$ cat src/rtl/rr_grant_pkg.sv
// Shared types and constants for the round-robin grant sequencer.
// Sized for 16 requesters feeding a 4-to-16 grant decoder.
package rr_grant_pkg;

    localparam int NUM_REQ = 16;
    localparam int IDX_W   = 4;

    typedef enum logic [1:0] {
        IDLE  = 2'd0,
        GRANT = 2'd1,
        GAP   = 2'd2
    } rr_state_t;

    typedef logic [IDX_W-1:0] grant_idx_t;

    // Index of the lowest set bit; zero when the vector is empty.
    function automatic grant_idx_t first_set(input logic [NUM_REQ-1:0] vec);
        grant_idx_t pos;
        pos = {IDX_W{1'b0}};
        for (int i = NUM_REQ - 1; i >= 0; i--) begin
            pos = vec[i] ? IDX_W'(i) : pos;
        end
        return pos;
    endfunction

endpackage

$ cat src/rtl/rr_pick.sv
// Combinational round-robin pick: rotate the request vector so ptr lands at
// bit 0, take the first set bit, then add ptr back to get the absolute index.
module rr_pick
    import rr_grant_pkg::*;
(
    input  logic [NUM_REQ-1:0] req,
    input  logic [IDX_W-1:0]   ptr,
    output logic [IDX_W-1:0]   winner,
    output logic               any_req
);

    logic [NUM_REQ-1:0] rot_s;
    logic [IDX_W-1:0]   off_s;

    // Rotate, priority-encode, un-rotate (the 4-bit add wraps mod 16).
    always_comb begin
        rot_s   = NUM_REQ'({req, req} >> ptr);
        off_s   = first_set(rot_s);
        winner  = ptr + off_s;
        any_req = |req;
    end

endmodule

$ cat src/rtl/rr_grant_sequencer.sv
// Round-robin arbiter driving a registered grant index/enable into the grant
// decoder, with owner release, hold timeout and one dead cycle between grants.
module rr_grant_sequencer
    import rr_grant_pkg::*;
#(
    parameter int MAX_HOLD = 64
)
(
    input  logic               clk,
    input  logic               rst_n,
    input  logic [NUM_REQ-1:0] req,
    input  logic               release_i,
    output logic [IDX_W-1:0]   grant_idx,
    output logic               grant_en,
    output logic               timeout_o,
    output logic               busy
);

    localparam bit                   HOLD_EN   = (MAX_HOLD > 32'sd0);
    localparam int                   CNT_W     = HOLD_EN ? $clog2(MAX_HOLD + 32'sd1) : 1;
    localparam logic [CNT_W-1:0]     HOLD_LAST = HOLD_EN ? CNT_W'(MAX_HOLD - 32'sd1) : {CNT_W{1'b0}};
    localparam logic [CNT_W-1:0]     CNT_MAX   = {CNT_W{1'b1}};
    localparam logic [CNT_W-1:0]     CNT_ONE   = CNT_W'(1'b1);
    localparam logic [IDX_W-1:0]     IDX_ONE   = IDX_W'(1'b1);

    rr_state_t        state_r;
    logic [IDX_W-1:0] ptr_r;
    logic [CNT_W-1:0] cnt_r;
    logic [IDX_W-1:0] winner_s;
    logic             any_s;
    logic             owner_done_s;
    logic             hold_expired_s;

    rr_pick u_pick (
        .req     (req),
        .ptr     (ptr_r),
        .winner  (winner_s),
        .any_req (any_s)
    );

    // Grant end conditions; release/drop take precedence over the timeout.
    always_comb begin
        owner_done_s   = release_i | ~req[grant_idx];
        hold_expired_s = HOLD_EN && (cnt_r == HOLD_LAST);
    end

    // Arbitration FSM with pointer, hold counter and registered outputs.
    always_ff @(posedge clk or negedge rst_n) begin
        if (!rst_n) begin
            state_r   <= IDLE;
            ptr_r     <= {IDX_W{1'b0}};
            cnt_r     <= {CNT_W{1'b0}};
            grant_idx <= {IDX_W{1'b0}};
            grant_en  <= 1'b0;
            timeout_o <= 1'b0;
            busy      <= 1'b0;
        end else begin
            case (state_r)
                IDLE, GAP: begin
                    timeout_o <= 1'b0;
                    if (any_s) begin
                        state_r   <= GRANT;
                        grant_idx <= winner_s;
                        grant_en  <= 1'b1;
                        busy      <= 1'b1;
                        ptr_r     <= winner_s + IDX_ONE;
                        cnt_r     <= {CNT_W{1'b0}};
                    end else begin
                        state_r  <= IDLE;
                        grant_en <= 1'b0;
                        busy     <= 1'b0;
                    end
                end
                GRANT: begin
                    if (owner_done_s || hold_expired_s) begin
                        state_r   <= GAP;
                        grant_en  <= 1'b0;
                        busy      <= 1'b1;
                        timeout_o <= ~owner_done_s;
                    end else begin
                        timeout_o <= 1'b0;
                        if (cnt_r != CNT_MAX) begin
                            cnt_r <= cnt_r + CNT_ONE;
                        end else begin
                            cnt_r <= cnt_r;
                        end
                    end
                end
                default: begin
                    state_r   <= IDLE;
                    grant_en  <= 1'b0;
                    timeout_o <= 1'b0;
                    busy      <= 1'b0;
                end
            endcase
        end
    end

endmodule

$ cat config.mk
export PLATFORM = sky130hd
export DESIGN_NAME = rr_grant_sequencer
export DESIGN_NICKNAME = d
export VERILOG_FILES = /design/src/rtl/rr_grant_pkg.sv /design/src/rtl/rr_pick.sv /design/src/rtl/rr_grant_sequencer.sv
export SDC_FILE = /design/constraint.sdc
export NUM_CORES = 1
export LEC_CHECK = 0
export BUFFER_PORTS_ARGS = -buffer_cell sky130_fd_sc_hd__buf_4
export CORE_MARGIN = 4
export CORE_UTILIZATION = 59
export CTS_BUF_LIST = sky130_fd_sc_hd__clkbuf_4 sky130_fd_sc_hd__clkbuf_8
export DETAILED_ROUTE_END_ITERATION = 6
export PLACE_DENSITY = 0.91
export SYNTH_ARGS = -nofsm -noshare
export SYNTH_HDL_FRONTEND = slang
export SYNTH_SLANG_ARGS = --single-unit
$ cat constraint.sdc
create_clock -name clk -period 5.25 [get_ports clk]
set_input_delay 0.7875 -clock clk [delete_from_list [all_inputs] [get_ports clk]]
set_output_delay 0.7875 -clock clk [all_outputs]
set_load 0.01 [all_outputs]
==> results of run 1 <==
registers in the layout, indices dropped and copies added, names as in the netlist:
signal	count
grant_en	1
timeout_o	1
ptr_r	4
state_r	2
busy	1
cnt_r	7
grant_idx	4
cell usage after synthesis, types with 3 or more instances:
cell type,n
mux4_2,19
ha_1,5
or2_2,3
xor2_1,6
o21ai_0,8
a211o_1,4
mux2_2,14
and2_1,3
nor2b_1,3
nor2_1,11
a21oi_1,16
and3_1,4
o211ai_1,4
dfrtp_1,20
nand2_1,23
nand3_1,6
a21o_1,3
inv_1,4
mux2i_1,8
nor4_1,4
nand4_1,3
clkbuf_1,9
power by group:
part	switching [mW]	internal, mW
clock	0.0508	0.0773
sequential	0.136	0.213
combinational	0.676	0.683
total	0.862	0.974
worst max-delay path by stage:
stage,endpoint,slack [ns],depth (start not counted)
floorplan,ptr_r[2]$_DFFE_PN0P_,1.46,14
global placement,ptr_r[2]$_DFFE_PN0P_,0.99,12
detailed placement,ptr_r[2]$_DFFE_PN0P_,0.93,12
CTS,ptr_r[2]$_DFFE_PN0P_,0.87,12
global route,ptr_r[3]$_DFFE_PN0P_,0.54,13
finish,ptr_r[2]$_DFFE_PN0P_,0.87,12
stage by stage:
stage | util | setup WS [ns] | hold slack, ns | area [um2]
after global placement | 0.6850 | 0.9948 | 0.4551 | 2340
after global routing | 0.7004 | 0.5419 | 0.3041 | 2392
after detailed placement | 0.6850 | 0.9347 | 0.4573 | 2340
after floorplan | - | 1.458 | 0.4271 | 2135
final | 0.7004 | 0.8675 | 0.3153 | 2392
after CTS | 0.7004 | 0.8730 | 0.3174 | 2392
critical path: stages, from the launching register on:
cell and delay (ns):
dfrtp_1 1.03, mux4_1 0.72, mux2_2 0.33, a311o_1 0.28
a21oi_1 0.16, a211o_1 0.15, a21oi_1 0.07, a21o_1 0.16
ha_1 0.20, fa_1 0.51, ha_1 0.22, xor2_1 0.16
mux2_2 0.28
per-layer routing:
layer / share of wire / GRT usage / vias up
met4: 0.036 / 0.09429 / 0
met2: 0.46 / 0.4152 / 127
met5: 0 / 0 / -
met1: 0.42 / 0.3946 / 920
li1: - / - / 857
met3: 0.082 / 0.04926 / 22
logic make-up (layout without fill, tap and decap cells):
group / count (synthesis) / count (layout) / share of synthesized area
AO/OA/AOI/OAI: 51 / 51 / 0.1659
XOR/XNOR: 9 / 9 / 0.04396
flip-flops: 20 / 20 / 0.2345
buffers and inverters: 17 / 36 / 0.03458
adder cells (fa/ha/maj): 6 / 6 / 0.03869
AND/OR/NAND/NOR: 65 / 65 / 0.1460
multiplexers: 43 / 43 / 0.3365
cell type report:
class                      instances  area [um2]  share of cell area
sequential                        20       500.5              0.2092
inverter                           5       18.77            0.007845
multi-input combinational        174        1560              0.6522
timing repair buffer              27       202.7             0.08473
clock inverter                     1       30.03             0.01255
clock buffer                       3       22.52            0.009414
tap                               46       57.56             0.02406
==> flow_summary.ini, run 1 <==
[global_routing]
antenna_found_initial = 0
track_usage = 0.2734
grt_max_degree = 25
grt_pass1_vias = 1797
overflow = 0
grt_pass1_wl_mm = 9.287

[route]
drtPass1Iterations = 5
routed_via_density = 6.978
vias = 1926
route.detailed.drc = 0
drt_iter0_drc = 264
post_drt_wl_per_cell_um = 20.26
wl_mm = 5.591
final_antenna_net_count = 0

[timing]
grt_setup_unrepaired = false
fmax_mhz = 228.2
finalCritPeriodShare = 0.8348
worst_pin_slew_ns = 1.008
finalHoldViolCount = 0
maxSlewHeadroom = 0.3283
setup_viol = 0
fin_worst_skew_ns = 0.01780
drv_slew = 0
finalCriticalPeriod_ns = 4.383
fin_setup_tns_ns = 0

[run_status]
status = completed

[critical_path]
r2r_slack_ns = 0.87
path_class = flip-flop to flip-flop
cp_max_fo = 19
critPathLaunchType = flip-flop
cp.arrival_ns = 4.60
r2r-start = ptr_r[1]$_DFFE_PN0P_
crit_start = ptr_r[1]$_DFFE_PN0P_
end_kind = flip-flop
worst_r2r_endpoint = ptr_r[2]$_DFFE_PN0P_
cp_data_required_time_ns = 5.47
ff2ff_path_depth = 12

[cells_and_area]
fin_cells = 276
area_growth_pct = 12.07
fillCellCount = 234
post_route_cells_drive_above_1_share = 0.3043
final_nets = 256
diodes = 0
final_common_cell = buf_4
final_cell_mix = buf_4, nand2_1, dfrtp_1

[clock_tree]
cts_inserted_buffers = 3
cts_hold_buf = 0
post_cts_resized = 0
cts_buffer_depth = 2
post_cts_buffers = 0
clock_sinks = 20
root_buffer = clkbuf_4
cts_tree = done
cts_max_level = 1
clkTransAtPathRegs_ns = 0.13
clk_latency_ns = 0.32

[synth]
avgSynthCellArea_um2 = 10.12
ys.flop_type = dfrtp_1
synth_cell_type_count = 46
ys_async_sr_fraction = 1.000
ys_ff_latch = 20
syn_inst = 211
synth_top_area_share = 0.2345
synth_nets = 236
synth-edff-count = 0
yosysSeqAreaShare = 0.2345
synthTopCellsByArea = dfrtp_1, mux4_2, mux2_2
synth_warnings = 0
mappedNetlistArea_um2 = 2135
synth_area_leader_cell = dfrtp_1

[power]
power.total_mw = 1.836
peakVddDrop_mv = 0.6408
power_per_cell_area_nw_per_um2 = 767.6
power.leakage_nw = 1.030

[placement]
place_hpwl_mm = 3.929
dp.cells = 272
gp_congestion = 0.8962
port_buffers = 25

[job]
cap_violations = 0

[floorplanning]
pin_count = 26
fp.coreArea_um2 = 3416
chipWidth_um = 68.15
rows = 21
fp.dieH_um = 68.15
initial_core_util = 0.6249
die-area_um2 = 4644

[min_path]
worst_hold_path_type = input pin to async pin
No activity file was read; power rests on OpenSTA's default activity.
==> run 2, diff against run 1 <==
CORE_UTILIZATION = 55   (was 59)
PLACE_DENSITY = 0.89   (was 0.91)
clock period = 3.9 ns   (was 5.25 ns; I/O delays follow)
==> flow_summary.ini, run 2 (synthesis gave the netlist of run 1 again) <==
[global_routing]
track_usage = 0.2398
antenna_found_initial = 0
grt_pass1_wl_mm = 9.528
grt_pass1_vias = 1912
grt_max_degree = 25
overflow = 0

[critical_path]
critPathTopFamily = multiplexers
end_kind = flip-flop
worst_r2r_endpoint = ptr_r[3]$_DFFE_PN0P_
path_class = flip-flop to flip-flop
crit_start = ptr_r[1]$_DFFE_PN0P_
critPathLaunchType = flip-flop
cp_data_required_time_ns = 4.08
worstPathCellList = buf_12 -> mux4_2 -> mux2_4 -> a311o_1 -> a21oi_2 -> a211o_1 -> a21oi_2 -> a21o_1 -> ha_4 -> fa_2 -> xor2_4 -> nand3_2 -> xor3_1 -> mux2i_1
cp.depth = 14
r2r_slack_ns = 0.14
ff2ff_path_depth = 14
crit_path_end = ptr_r[3]$_DFFE_PN0P_
critPathBufInv = 1
cp_common_cell = a21oi_2
cp_max_fo = 5
max_stage_delay_ns = 0.55
cp.arrival_ns = 3.94
cp_slowest_cell = mux4_2
r2r-start = ptr_r[1]$_DFFE_PN0P_

[floorplanning]
fp.dieH_um = 70.30
rows = 22
chipWidth_um = 70.30
fp.coreArea_um2 = 3716
pin_count = 26
initial_core_util = 0.5744
die-area_um2 = 4941

[cells_and_area]
final_common_cell = buf_4
fillCellCount = 257
diodes = 0
regMostFlops = cnt_r
area_growth_pct = 21.86
final_nets = 270
final_cell_mix = buf_4, nand2_1, mux4_2
stdcell_area_um2 = 2601
largest_register_ffs = 7
post_route_cells_drive_above_1_share = 0.3893
register_area_um2 = 503.0
multiInputGateArea_um2 = 1609
finish.utilization = 0.7000
top_regs = cnt_r: 7 flops, grant_idx: 4 flops, ptr_r: 4 flops

[route]
wl_met1_mm = 2.464
drtPass1Iterations = 4
routed_via_density = 6.976
vias = 2037
final_antenna_net_count = 0
route.detailed.drc = 0
drt_iter0_drc = 161
wl_met2_mm = 3.066
route.met3.wl_um = 443
wl_mm = 6.226
post_drt_wl_per_cell_um = 21.32
top_layer_used = met4

[clock_tree]
root_buffer = clkbuf_8
cts_max_level = 1
clk_latency_ns = 0.26
clkTransAtPathRegs_ns = 0.07
cts_buffer_depth = 2
cts_tree = done
clock_sinks = 20
cts_hold_buf = 0
cts_inserted_buffers = 3

[timing]
finalHoldViolCount = 0
worst_pin_slew_ns = 0.4884
finalCriticalPeriod_ns = 3.764
fin_worst_skew_ns = 0.003823
fmax_mhz = 265.7
drv_slew = 0
maxSlewHeadroom = 0.6724
setup_viol = 0
finalCritPeriodShare = 0.9650

[placement]
port_buffers = 25
place_hpwl_mm = 4.264
gp_congestion = 1.033
dpl-instance-area_um2 = 2415

[power]
power_per_cell_area_nw_per_um2 = 1103
peakVddDrop_mv = 0.6960
power.leakage_nw = 1.114

[job]
cap_violations = 0

[run_status]
status = completed

[min_path]
worst_hold_path_type = input pin to async pin
run 2: cell count changes in the layout (fill, tap and decap cells not counted), moves of 2 or more:
| cell | before | now |
|---|---|---|
| clkbuf_8 | 0 | 4 |
| clkbuf_4 | 3 | 0 |
| mux4_1 | 2 | 0 |
| dfrtp_1 | 20 | 18 |
| dfrtp_2 | 0 | 2 |
| a21oi_1 | 16 | 14 |
| a21oi_2 | 0 | 2 |
| buf_4 | 27 | 38 |
| clkbuf_16 | 0 | 2 |
| mux4_2 | 19 | 21 |
run 2: timing repair:
item,CTS,global route
resized for setup,0,14
endpoints found under the setup margin,0,3
setup buffers,0,4
run 2: how the worst min path moves through the flow:
| stage | end | slack (ns) | cells past startpoint |
|---|---|---|---|
| floorplan | busy$_DFFE_PN0P_ | 0.29 | 0 |
| global placement | timeout_o$_DFF_PN0_ | 0.46 | 1 |
| detailed placement | timeout_o$_DFF_PN0_ | 0.46 | 1 |
| CTS | cnt_r[2]$_DFFE_PN0P_ | 0.19 | 1 |
| global route | cnt_r[2]$_DFFE_PN0P_ | 0.19 | 1 |
| finish | grant_idx[3]$_DFFE_PN0P_ | 0.19 | 1 |
run 2: stage by stage:
step / hold WS, ns / setup WS, ns / power (mW) / TNS, ns / cells
2_1_floorplan: 0.2894 / 0.1078 / 1.850 / 0 / 211
3_3_place_gp: 0.4561 / 0.005798 / 2.271 / 0 / 282
3_5_place_dp: 0.4640 / 0.005574 / 2.329 / 0 / 282
4_1_cts: 0.1889 / 0.03004 / 2.517 / 0 / 286
5_1_grt: 0.1942 / -0.04133 / 3.074 / -0.04133 / 292
6_report: 0.1854 / 0.1364 / 2.870 / 0 / 292
run 2: area by class of cell:
class,count,area share
multi-input cells,174,0.6186
flip-flops and latches,20,0.1934
repair buffers,41,0.1366
well taps,48,0.02309
clock buffers,4,0.02116
inverters,5,0.007215
run 2: worst reg2reg max path: stages, from the launching register on:
cell and delay [ns]:
dfrtp_2 0.45, buf_12 0.15, mux4_2 0.55, mux2_4 0.30, a311o_1 0.34, a21oi_2 0.12
a211o_1 0.15, a21oi_2 0.06, a21o_1 0.19, ha_4 0.17, fa_2 0.40, xor2_4 0.18
nand3_2 0.09, xor3_1 0.39, mux2i_1 0.14
run 2: layer usage:
layer / track usage / vias to the layer above
met5: 0 / -
met4: 0.1000 / 0
met3: 0.04317 / 29
met2: 0.3950 / 118
met1: 0.3090 / 1010
li1: - / 880
run 2: report_power, final:
group          switching [mW]  internal, mW
clock network          0.0640        0.0898
registers               0.113         0.292
logic                    1.12          1.19
